File: config.mk
export PLATFORM = sky130hd
export DESIGN_NAME = demultiplexer2to8
export DESIGN_NICKNAME = d
export VERILOG_FILES = /design/src/rtl/demux_pkg.sv /design/src/rtl/demux_slot.sv /design/src/rtl/demultiplexer2to8.sv
export SDC_FILE = /design/constraint.sdc
export NUM_CORES = 1
export LEC_CHECK = 0
export ABC_AREA = 1
export CAP_MARGIN = 20
export CORE_ASPECT_RATIO = 0.6
export CORE_MARGIN = 2
export CORE_UTILIZATION = 52
export DETAILED_ROUTE_END_ITERATION = 10
export GPL_TIMING_DRIVEN = 0
export PLACE_DENSITY = 0.83
export SLEW_MARGIN = 20
export SYNTH_ARGS = -nofsm -noshare
export SYNTH_HDL_FRONTEND = slang
export SYNTH_SLANG_ARGS = --single-unit
File: constraint.sdc
create_clock -name clk -period 9.7 [get_ports clk]
set_input_delay 0.97 -clock clk [delete_from_list [all_inputs] [get_ports clk]]
set_output_delay 0.97 -clock clk [all_outputs]
set_load 0.03 [all_outputs]
File: src/rtl/demux_pkg.sv
// Shared constants for the 8-channel mux/demux pair and the register-file top.
// Also holds the channel-occupancy popcount helper.
package demux_pkg;

    localparam int unsigned WIDTH = 16;
    localparam int unsigned N     = 8;
    localparam int unsigned SEL_W = 3;

    function automatic logic [3:0] popcount8(input logic [N-1:0] v);
        logic [3:0] c;
        c = '0;
        for (int unsigned i = 0; i < N; i++) begin
            c = c + 4'(v[i]);
        end
        return c;
    endfunction

endpackage

File: src/rtl/demux_slot.sv
// One-entry output buffer for a single demux channel (valid/ready consumer side).
// A load takes priority over a drain, so a same-cycle drain+load keeps valid high.
module demux_slot #(
    parameter int unsigned WIDTH = demux_pkg::WIDTH
) (
    input  logic             clk,
    input  logic             rst,
    input  logic             load,
    input  logic [WIDTH-1:0] d,
    input  logic             drain_ready,
    output logic [WIDTH-1:0] q,
    output logic             valid,
    output logic             can_accept
);

    assign can_accept = !valid || drain_ready;

    always_ff @(posedge clk) begin
        if (rst) begin
            q     <= '0;
            valid <= 1'b0;
        end else if (load) begin
            q     <= d;
            valid <= 1'b1;
        end else if (valid && drain_ready) begin
            valid <= 1'b0;
        end
    end

endmodule

File: src/rtl/demultiplexer2to8.sv
// Buffered 1-to-8 demultiplexer: routes one word per accept into a per-channel buffer.
// Optional broadcast-to-all-channels support is enabled with DEMUX_BROADCAST_EN.
module demultiplexer2to8
    import demux_pkg::*;
#(
    parameter int unsigned WIDTH = demux_pkg::WIDTH,
    parameter int unsigned N     = demux_pkg::N,
    parameter int unsigned SEL_W = demux_pkg::SEL_W
) (
    input  logic               clk,
    input  logic               rst,
    input  logic [WIDTH-1:0]   in_data,
    input  logic [SEL_W-1:0]   in_sel,
    input  logic               in_valid,
`ifdef DEMUX_BROADCAST_EN
    input  logic               in_bcast,
`endif
    output logic               in_ready,
    output logic [N*WIDTH-1:0] out_data,
    output logic [N-1:0]       out_valid,
    input  logic [N-1:0]       out_ready,
    output logic [3:0]         occ
);

    logic [N-1:0] can_accept;
    logic [N-1:0] target;
    logic [N-1:0] load;
    logic [N-1:0] nxt_valid;
    logic         accept;

    always_comb begin
        target   = '0;
        in_ready = 1'b0;
`ifdef DEMUX_BROADCAST_EN
        if (in_bcast) begin
            target   = '1;
            in_ready = !rst && (&can_accept);
        end else begin
            target[in_sel] = 1'b1;
            in_ready       = !rst && can_accept[in_sel];
        end
`else
        target[in_sel] = 1'b1;
        in_ready       = !rst && can_accept[in_sel];
`endif
    end

    assign accept = in_valid && in_ready;
    assign load   = target & {N{accept}};

    // Mirrors the slot update rule so occ tracks the registered out_valid exactly.
    assign nxt_valid = load | (out_valid & ~out_ready);

    for (genvar k = 0; k < N; k++) begin : g_slot
        demux_slot #(
            .WIDTH(WIDTH)
        ) u_slot (
            .clk        (clk),
            .rst        (rst),
            .load       (load[k]),
            .d          (in_data),
            .drain_ready(out_ready[k]),
            .q          (out_data[k*WIDTH +: WIDTH]),
            .valid      (out_valid[k]),
            .can_accept (can_accept[k])
        );
    end

    always_ff @(posedge clk) begin
        if (rst) begin
            occ <= '0;
        end else begin
            occ <= popcount8(nxt_valid);
        end
    end

endmodule
==> impl_metrics.env, run 1 <==
export IMPL_final_core_util_pct=75.5
export IMPL_synth_nets=891
export IMPL_pwr_density_cell_nw_per_um2=167
export IMPL_p_leak_nw=3.42
export IMPL_outcome="finished, final reports clean"
export IMPL_crit_type="in -> reg"
export IMPL_reg2reg_from="g_slot[5].u_slot.valid$_SDFFE_PP0P_"
export IMPL_worstMarginPinSlew_ns=0.620
export IMPL_stdcell_area_um2=8590
export IMPL_initial_core_util_pct=53.6
export IMPL_numPortBuffers=169
export IMPL_layout_min_cycle_time_ns=5.17
export IMPL_finalHoldViolations=0
export IMPL_place_inst=1183
export IMPL_final_max_slew_violation_count=0
export IMPL_min_from="g_slot[6].u_slot.q[12]$_SDFFE_PP0P_"
export IMPL_ctsHtreeMaxLevel=4
export IMPL_hold_end="g_slot[6].u_slot.q[12]$_SDFFE_PP0P_"
export IMPL_maxCapViolations=0
export IMPL_drtAntennaViolNets=0
export IMPL_rows=30
export IMPL_finalWirelength_um=20000
export IMPL_wl_per_cell_um=16.5
export IMPL_r2r_slack_ns=5.50
export IMPL_synth_warnings=0
export IMPL_synth_async_reset_ratio_pct=0
export IMPL_cts_hold_buf=0
export IMPL_die_x_um=144
export IMPL_die_y_um=87.9
export IMPL_arrival_ns=5.46
export IMPL_whs_ns=0.480
export IMPL_synthMuxAreaShare_pct=0
export IMPL_rsz0062_at_grt="false"
export IMPL_vias=6658
export IMPL_synth_xor_area_share_pct=0.144
export IMPL_antenna_found_initial=0
export IMPL_drive_gt1_share_pct=7.12
export IMPL_grt_overflow=0
export IMPL_grt_max_degree=17
export IMPL_viasPerCell=5.48
export IMPL_fmax_mhz=194
export IMPL_setup_tns_ns=0
export IMPL_cts_root_buf="clkbuf_16"
export IMPL_synth_compound_area_share_pct=0.656
export IMPL_cp_max_fo=10
export IMPL_p_total_mw=1.43
export IMPL_routabilityCongestion=0.941
export IMPL_nets=1079
export IMPL_cp_data_required_time_ns=9.99
export IMPL_rr_endpoint="occ[2]$_SDFF_PP0_"
export IMPL_post_cts_buffers=0
export IMPL_setup_worst_path_end_class="flip-flop"
export IMPL_reg2reg_depth=18
export IMPL_synthFlopType="dfxtp_1"
export IMPL_clock_sinks=140
export IMPL_io_pins=171
export IMPL_netlist_area_um2=6100
export IMPL_dp_slack_ns=4.15
export IMPL_drcViolationCount=0
export IMPL_finalClockSkew_ns=0.00747
export IMPL_peakVddDrop_mv=0.141
export IMPL_ys_types=23
export IMPL_grt_first_pass_wirelength_um=30500
export IMPL_ys_seq_area_share_pct=45.9
export IMPL_instances_no_fill=1214
export IMPL_post_dp_hpwl_um=14200
export IMPL_fp_dieArea_um2=12600
export IMPL_hold_depth=2
export IMPL_core_um2=11400
export IMPL_start_kind="primary input"
export IMPL_drt_pass1_iter_count=5
export IMPL_cts_buffers_inserted=17
export IMPL_yosys_register_bits=140
export IMPL_cts_tree="yes"
export IMPL_fillCellCount=914
export IMPL_area_delta_synth_final_pct=40.8
export IMPL_placed_cell_area_um2=7990
export IMPL_finalSetupViolations=0
export IMPL_path_clk_slew_ns=0.06
export IMPL_syn_inst=854
export IMPL_synthSimpleGateAreaFrac_pct=42.1
export IMPL_clockBufferDepth=2
export IMPL_grt_usage_pct=31.7
export IMPL_grt_pass1_vias=5788
export IMPL_synthAdderAreaFrac_pct=1.93
export IMPL_min_path_type="reg -> reg"
export IMPL_n_antenna_cell=0
export IMPL_postLayoutSetupSlackWorst_ns=4.53
export IMPL_max_slew_margin_rel_pct=58.6
export IMPL_syn_avg_cell_area_um2=7.14
export IMPL_clk_insertion_delay_late_ns=0.42
export IMPL_cts_resized=0
export IMPL_synth_top_family_by_area="simple AND/OR/NAND/NOR gates"
export IMPL_timing_final_crit_share_pct=53.3
export IMPL_synth_edf_count=0
export IMPL_drtIter0Drc=684
-- synth_stat cells (2+ instances only) --
| library cell | number | area share [%] |
|---|---|---|
| fa_1 | 4 | 1.3 |
| nand4_1 | 128 | 13 |
| clkbuf_1 | 23 | 1.4 |
| dfxtp_1 | 140 | 46 |
| a21oi_1 | 7 | 0.57 |
| buf_4 | 16 | 2.0 |
| inv_1 | 45 | 2.8 |
| nand3_1 | 9 | 0.74 |
| nor2_1 | 289 | 18 |
| ha_1 | 3 | 0.62 |
| buf_6 | 7 | 1.3 |
| clkinv_1 | 3 | 0.18 |
| buf_1 | 15 | 0.92 |
| nand2_1 | 141 | 8.7 |
| nand2_2 | 2 | 0.21 |
| nor2_2 | 9 | 0.92 |
| buf_2 | 7 | 0.57 |
-- worst max path at each step --
stage | from | to | slack, ns | cells past startpoint
after global placement | in_sel[0] | occ[2]$_SDFF_PP0_ | 4.20 | 18
final | in_sel[0] | occ[2]$_SDFF_PP0_ | 4.53 | 18
after CTS | in_sel[0] | occ[2]$_SDFF_PP0_ | 4.57 | 18
after detailed placement | in_sel[0] | occ[2]$_SDFF_PP0_ | 4.15 | 18
after floorplan | in_sel[0] | occ[2]$_SDFF_PP0_ | 5.19 | 18
after global routing | in_sel[0] | occ[2]$_SDFF_PP0_ | 4.32 | 19
-- report_power, final --
group	switching [mW]	total [mW]	internal, mW	leakage, nW
sequential	0.00739	0.595	0.588	1.13
clock	0.258	0.662	0.404	0.275
combinational	0.114	0.173	0.0586	2.02
-- critical path, cell delays in order --
cell,delay [ns]
clkdlybuf4s50_1,0.62
inv_2,0.13
nand2_2,0.15
nor2_1,0.07
nor2_1,0.19
nand4_4,0.24
nor2_2,0.43
buf_6,0.22
a21oi_1,0.07
fa_1,0.51
fa_1,0.52
fa_1,0.49
inv_1,0.07
ha_1,0.16
inv_1,0.05
fa_1,0.37
xor2_1,0.14
nor2_1,0.05
-- logic make-up (layout without fill, tap and decap cells) --
| logic type | after synthesis | count (layout) |
|---|---|---|
| AND/OR/NAND/NOR | 581 | 581 |
| flip-flops | 140 | 140 |
| AO/OA/AOI/OAI | 8 | 8 |
| adder cells (fa/ha/maj) | 7 | 7 |
| XOR/XNOR | 1 | 1 |
| buffers and inverters | 117 | 317 |
-- registers in the layout (all words and copies together), names as in the netlist --
register,cells
g_slot.u_slot.q,128
occ,4
g_slot.u_slot.valid,8
-- per-layer routing --
layer  vias to the layer above  share of wire [%]  track usage, %  wire, um
met5                         -                  0               0         0
met4                         0                2.2            9.54       435
met3                        40                 14            7.82      2710
met2                       415                 41            46.8      8200
met1                      3058                 43            45.9      8680
li1                       3145                  -               -         -
-- area by class of cell --
type	instances	area, um^2	area share, %
Clock buffer	18	429	5.00
Multi-Input combinational cell	597	2740	31.9
Inverter	49	184	2.14
Tap cell	160	200	2.33
Buffer	68	377	4.38
Timing Repair Buffer	169	1690	19.7
Clock inverter	13	168	1.95
Sequential cell	140	2800	32.6
-- layout by cell type (no fill, tap or decap), types with 4 or more instances in the layout --
master | synthesis | final
nor2_2 | 9 | 9
buf_4 | 16 | 16
a21oi_1 | 7 | 7
clkbuf_16 | 0 | 17
clkinvlp_4 | 0 | 5
nor2_1 | 289 | 289
nand4_1 | 128 | 128
buf_2 | 7 | 7
fa_1 | 4 | 4
nand3_1 | 9 | 9
buf_6 | 7 | 7
buf_1 | 15 | 15
clkbuf_1 | 23 | 24
nand2_1 | 141 | 141
inv_1 | 45 | 45
dfxtp_1 | 140 | 140
clkdlybuf4s50_1 | 0 | 169
(Power assumes the default switching activity.)
==> run 2: changes to the inputs <==
Settings changed: CORE_UTILIZATION 52 to 48, PLACE_DENSITY 0.83 to 0.77.
Clock period 9.7 ns to 5.2 ns, I/O delays scaled along.
==> run 2 against run 1 <==
Compared with the run above:
- total power is 110% higher
- clock-buffer cell count is 3 higher
- clock power is 130% higher
- register-to-register slack worse by 4.5 ns
- clock skew is 0.00050 ns higher
- flip-flop and latch count stayed put
- critical path depth is 1 higher
- setup slack worse by 4.0 ns
- combinational power is 87% higher
- utilization is 4.1 points lower
- sequential share of layout area is 0.51 points lower
- critical path type unchanged
==> impl_metrics.env, run 2 (synthesized netlist as in run 1, its figures left out) <==
export IMPL_viasPerCell=5.37
export IMPL_switchingPower_mw=0.694
export IMPL_stdcell_area_um2=8730
export IMPL_worstMarginPinSlew_ns=0.642
export IMPL_drcViolationCount=0
export IMPL_p_comb_share_pct=11.0
export IMPL_clk_insertion_delay_late_ns=0.42
export IMPL_finalWirelength_um=20500
export IMPL_numPortBuffers=169
export IMPL_drtIter0Drc=614
export IMPL_die_y_um=91.3
export IMPL_drtAntennaViolNets=0
export IMPL_pwr_density_cell_nw_per_um2=336
export IMPL_p_leak_nw=3.50
export IMPL_vias=6542
export IMPL_timing_final_crit_share_pct=90.0
export IMPL_cp_max_fo=10
export IMPL_largest_register="g_slot.u_slot.q"
export IMPL_p_int_mw=2.24
export IMPL_area_delta_synth_final_pct=43.0
export IMPL_instances_no_fill=1219
export IMPL_clockPowerShare_pct=51.1
export IMPL_antenna_found_initial=0
export IMPL_final_max_slew_violation_count=0
export IMPL_drt_pass1_iter_count=6
export IMPL_finalClockSkew_ns=0.00797
export IMPL_swShare_pct=23.6
export IMPL_grt_max_degree=17
export IMPL_min_path_type="reg -> reg"
export IMPL_setup_worst_path_end_class="flip-flop"
export IMPL_mostFrequentLayoutCells="nor2_1 (289), clkdlybuf4s50_1 (169), nand2_1 (141)"
export IMPL_n_antenna_cell=0
export IMPL_routabilityCongestion=0.909
export IMPL_grt_pass1_vias=5919
export IMPL_cts_resized=0
export IMPL_grt_first_pass_wirelength_um=31700
export IMPL_finalHoldViolations=0
export IMPL_die_x_um=150
export IMPL_finalSetupViolations=0
export IMPL_cts_hold_buf=0
export IMPL_drive_gt1_share_pct=7.12
export IMPL_cp_data_required_time_ns=5.49
export IMPL_layout_commonest_cell="nor2_1"
export IMPL_grt_usage_pct=30.3
export IMPL_path_clk_slew_ns=0.06
export IMPL_initial_core_util_pct=49.9
export IMPL_layout_min_cycle_time_ns=4.68
export IMPL_placed_cell_area_um2=8000
export IMPL_rsz0062_at_grt="false"
export IMPL_cts_buffers_inserted=17
export IMPL_rows=31
export IMPL_crit_type="in -> reg"
export IMPL_peakVddDrop_mv=0.248
export IMPL_fillCellCount=1054
export IMPL_p_seq_share_pct=37.8
export IMPL_cts_root_buf="clkbuf_16"
export IMPL_post_dp_hpwl_um=14300
export IMPL_start_kind="primary input"
export IMPL_core_um2=12200
export IMPL_max_slew_margin_rel_pct=57.2
export IMPL_outcome="finished, final reports clean"
export IMPL_reg_top3="g_slot.u_slot.q (128), g_slot.u_slot.valid (8), occ (4)"
export IMPL_io_pins=171
export IMPL_nets=1079
export IMPL_cts_tree="yes"
export IMPL_arrival_ns=4.97
export IMPL_clock_sinks=140
export IMPL_post_cts_buffers=0
export IMPL_setup_tns_ns=0
export IMPL_clockBufferDepth=2
export IMPL_largest_register_ffs=128
export IMPL_fp_dieArea_um2=13700
export IMPL_fmax_mhz=214
export IMPL_maxCapViolations=0
export IMPL_wl_per_cell_um=16.9
export IMPL_place_inst=1188
export IMPL_grt_overflow=0
export IMPL_ctsHtreeMaxLevel=4
==> run 2: changes by cell type in the layout (fill, tap and decap cells not counted) <==
cell / change
bufinv_16: +5
clkinvlp_4: -5
clkbuf_8: +3
clkinv_2: -1
clkinv_4: -1
inv_6: -1
==> run 2: power by group through the flow <==
stage	registers (mW)	logic, mW	clock network (mW)
global placement	1.13	0.310	0
global route	1.11	0.346	1.56
CTS	1.11	0.317	1.50
detailed placement	1.13	0.314	0
floorplan	1.18	0.144	0
finish	1.11	0.324	1.50
==> run 2: layout make-up <==
cell class                 count  area, um^2  share of cell area, %
sequential                   140        2800                   32.1
inverter                      49         184                   2.11
tap                          165         206                   2.37
multi-input combinational    597        2740                   31.4
clock inverter                10         258                   2.95
clock buffer                  21         470                   5.39
timing repair buffer         169        1690                   19.4
buffer                        68         377                   4.32
==> run 2: per-stage QoR <==
step	utilization, %	setup WS (ns)	hold slack, ns	power [mW]
4_1_cts	71.4	0.535	0.482	2.93
3_5_place_dp	65.5	0.143	0.469	1.45
2_1_floorplan	-	1.14	0.473	1.32
5_1_grt	71.4	0.289	0.500	3.01
6_report	71.4	0.519	0.477	2.94
3_3_place_gp	65.5	0.112	0.462	1.44
==> run 2: final timing paths <==
path	slack (ns)	endpoint	depth (start not counted)	startpoint
worst max register to register	1.02	occ[2]$_SDFF_PP0_	16	g_slot[4].u_slot.valid$_SDFFE_PP0P_
worst max-delay path	0.52	occ[2]$_SDFF_PP0_	19	in_sel[0]
worst min register to register	0.48	g_slot[2].u_slot.q[1]$_SDFFE_PP0P_	2	g_slot[2].u_slot.q[1]$_SDFFE_PP0P_
worst min-delay path	0.48	g_slot[2].u_slot.q[1]$_SDFFE_PP0P_	2	g_slot[2].u_slot.q[1]$_SDFFE_PP0P_
==> run 2: metal layers <==
layer	global-route usage (%)	routed length (um)	vias up
met4	8.57	363	0
met2	42.9	8370	361
met1	44.6	9290	3005
met3	8.49	2530	31
li1	-	-	3145
met5	0	0	-
==> run 2: worst max-delay path: stages <==
cell	delay, ns
clkdlybuf4s50_1	0.52
inv_2	0.19
nor2_2	0.13
nand2_1	0.08
o21ai_1	0.07
nor2_1	0.18
nand4_4	0.25
nor2_2	0.39
buf_6	0.22
a21oi_1	0.08
fa_1	0.51
fa_1	0.52
fa_1	0.47
inv_1	0.07
ha_1	0.16
inv_1	0.05
fa_1	0.37
xor2_1	0.14
nor2_1	0.05
==> run 3: changes to the inputs <==
Settings changed: CORE_UTILIZATION 48 to 60, DONT_BUFFER_PORTS set to 1, PLACE_DENSITY 0.77 to 0.73, SKIP_CTS_REPAIR_TIMING set to 1.
==> run 3 against run 2 <==
Compared with the run above:
- sequential share of layout area rose by 9.0 points
- wire length fell by 8.8%
- hold slack got worse by 0.29 ns
- first-iteration DRC count rose by 4.9%
- via count fell by 10%
- combinational power fell by 37%
- clock skew rose by 0.00073 ns
==> impl_metrics.env, run 3 (synthesized netlist as in run 1, its figures left out) <==
export IMPL_layout_min_cycle_time_ns=4.18
export IMPL_drive_gt1_share_pct=8.27
export IMPL_fmax_mhz=239
export IMPL_final_max_slew_violation_count=0
export IMPL_met1_length_um=7600
export IMPL_worstSetupStartpoint="g_slot[7].u_slot.valid$_SDFFE_PP0P_"
export IMPL_crit_type="reg -> reg"
export IMPL_n_antenna_cell=0
export IMPL_cp_slowest_cell="fa_1"
export IMPL_core_um2=9880
export IMPL_grt_overflow=0
export IMPL_dr_wl_met2_um=7880
export IMPL_cp_data_required_time_ns=5.47
export IMPL_cp_common_cell="fa_1"
export IMPL_cts_buffers_inserted=17
export IMPL_timing_final_crit_share_pct=80.4
export IMPL_p_total_mw=2.48
export IMPL_die_x_um=134
export IMPL_cp_max_fo=10
export IMPL_hold_depth=1
export IMPL_post_dp_hpwl_um=13200
export IMPL_cts_root_buf="clkbuf_16"
export IMPL_nets=910
export IMPL_layout_commonest_cell="nor2_1"
export IMPL_finalWirelength_um=18700
export IMPL_finalSetupViolations=0
export IMPL_grt_pass1_vias=5324
export IMPL_reg2reg_depth=18
export IMPL_finalHoldViolations=0
export IMPL_arrival_ns=4.46
export IMPL_crit_family="adder cells"
export IMPL_hold_end="g_slot[0].u_slot.valid$_SDFFE_PP0P_"
export IMPL_drtIter0Drc=644
export IMPL_min_path_type="in -> reg"
export IMPL_peakVddDrop_mv=0.258
export IMPL_wl_per_cell_um=18.4
export IMPL_reg_top3="g_slot.u_slot.q (128), g_slot.u_slot.valid (8), occ (4)"
export IMPL_pwr_density_cell_nw_per_um2=364
export IMPL_fp_dieArea_um2=11000
export IMPL_die_y_um=82.1
export IMPL_wl_met3_um=2620
export IMPL_placed_cell_area_um2=6270
export IMPL_place_inst=989
export IMPL_reg2reg_from="g_slot[7].u_slot.valid$_SDFFE_PP0P_"
export IMPL_p_leak_nw=2.82
export IMPL_crit_chain="inv_1 -> nor2_1 -> nand2_1 -> o21ai_1 -> nor2_1 -> nand4_4 -> nor2_2 -> buf_6 -> a21oi_1 -> fa_1 -> fa_1 -> fa_1 -> inv_1 -> ha_1 -> inv_1 -> fa_1 -> xor2_1 -> nor2_1"
export IMPL_cp_num_buf_inv=4
export IMPL_max_slew_margin_rel_pct=55.4
export IMPL_stdcell_area_um2=6810
export IMPL_start_kind="flip-flop"
export IMPL_r2r_slack_ns=1.02
export IMPL_clk_insertion_delay_late_ns=0.41
export IMPL_path_clk_slew_ns=0.05
export IMPL_finalClockSkew_ns=0.00870
export IMPL_largest_register="g_slot.u_slot.q"
export IMPL_drcViolationCount=0
export IMPL_worstMarginPinSlew_ns=0.668
export IMPL_antenna_found_initial=0
export IMPL_drtAntennaViolNets=0
export IMPL_maxCapViolations=0
export IMPL_rows=28
export IMPL_clockBufferDepth=2
export IMPL_vias=5886
export IMPL_area_delta_synth_final_pct=11.6
export IMPL_initial_core_util_pct=61.8
export IMPL_grt_max_degree=17
export IMPL_rsz0062_at_grt="false"
export IMPL_viasPerCell=5.78
export IMPL_grt_usage_pct=33.9
export IMPL_highest_layer="met4"
export IMPL_rr_endpoint="occ[2]$_SDFF_PP0_"
export IMPL_drt_pass1_iter_count=6
export IMPL_ctsHtreeMaxLevel=4
export IMPL_setup_worst_path_end_class="flip-flop"
export IMPL_outcome="finished, final reports clean"
export IMPL_io_pins=171
export IMPL_grt_first_pass_wirelength_um=28100
export IMPL_min_from="rst"
export IMPL_mostFrequentLayoutCells="nor2_1 (289), nand2_1 (141), dfxtp_1 (140)"
export IMPL_worst_path_largest_cell_delay_ns=0.53
export IMPL_routabilityCongestion=0.911
export IMPL_clock_sinks=140
export IMPL_setup_tns_ns=0
export IMPL_cts_tree="yes"
export IMPL_numPortBuffers=0
export IMPL_largest_register_ffs=128
export IMPL_instances_no_fill=1018
run 3: cell types whose count changed in the layout (fill, tap and decap cells not counted), sizes merged:
cell,delta
clkdlybuf4s50,-169
clkinv,+4
bufinv,-7
inv,-1
clkinvlp,+2
run 3: how the worst max path moves through the flow:
stage,to,slack [ns],cells past startpoint
floorplan,occ[2]$_SDFF_PP0_,1.14,18
global placement,occ[2]$_SDFF_PP0_,0.80,18
detailed placement,occ[2]$_SDFF_PP0_,0.76,18
CTS,occ[2]$_SDFF_PP0_,1.05,18
global route,occ[2]$_SDFF_PP0_,0.82,18
finish,occ[2]$_SDFF_PP0_,1.02,18
run 3: area by class of cell:
class	count	area, um^2
buffer	68	377
multi-input combinational	597	2740
tap	135	169
inverter	49	184
sequential	140	2800
clock inverter	8	70.1
fill	841	3070
clock buffer	21	470
run 3: routing by layer:
metal / up-vias / GRT usage [%]
li1: 2797 / -
met3: 56 / 11.9
met4: 0 / 14.4
met5: - / 0
met2: 367 / 51.3
met1: 2666 / 44.6
run 3: through the flow:
step / setup WS, ns / hold slack (ns) / util, %
finish: 1.02 / 0.187 / 68.9
global route: 0.823 / 0.170 / 68.9
CTS: 1.05 / 0.180 / 68.9
detailed placement: 0.762 / 0.523 / 63.5
global placement: 0.797 / 0.499 / 63.5
floorplan: 1.14 / 0.473 / -
run 3: power by group:
group	leakage [nW]	internal [mW]	switching [mW]	total, mW
registers	1.13	1.10	0.0620	1.16
logic	1.42	0.0534	0.151	0.205
clock network	0.266	0.682	0.435	1.12
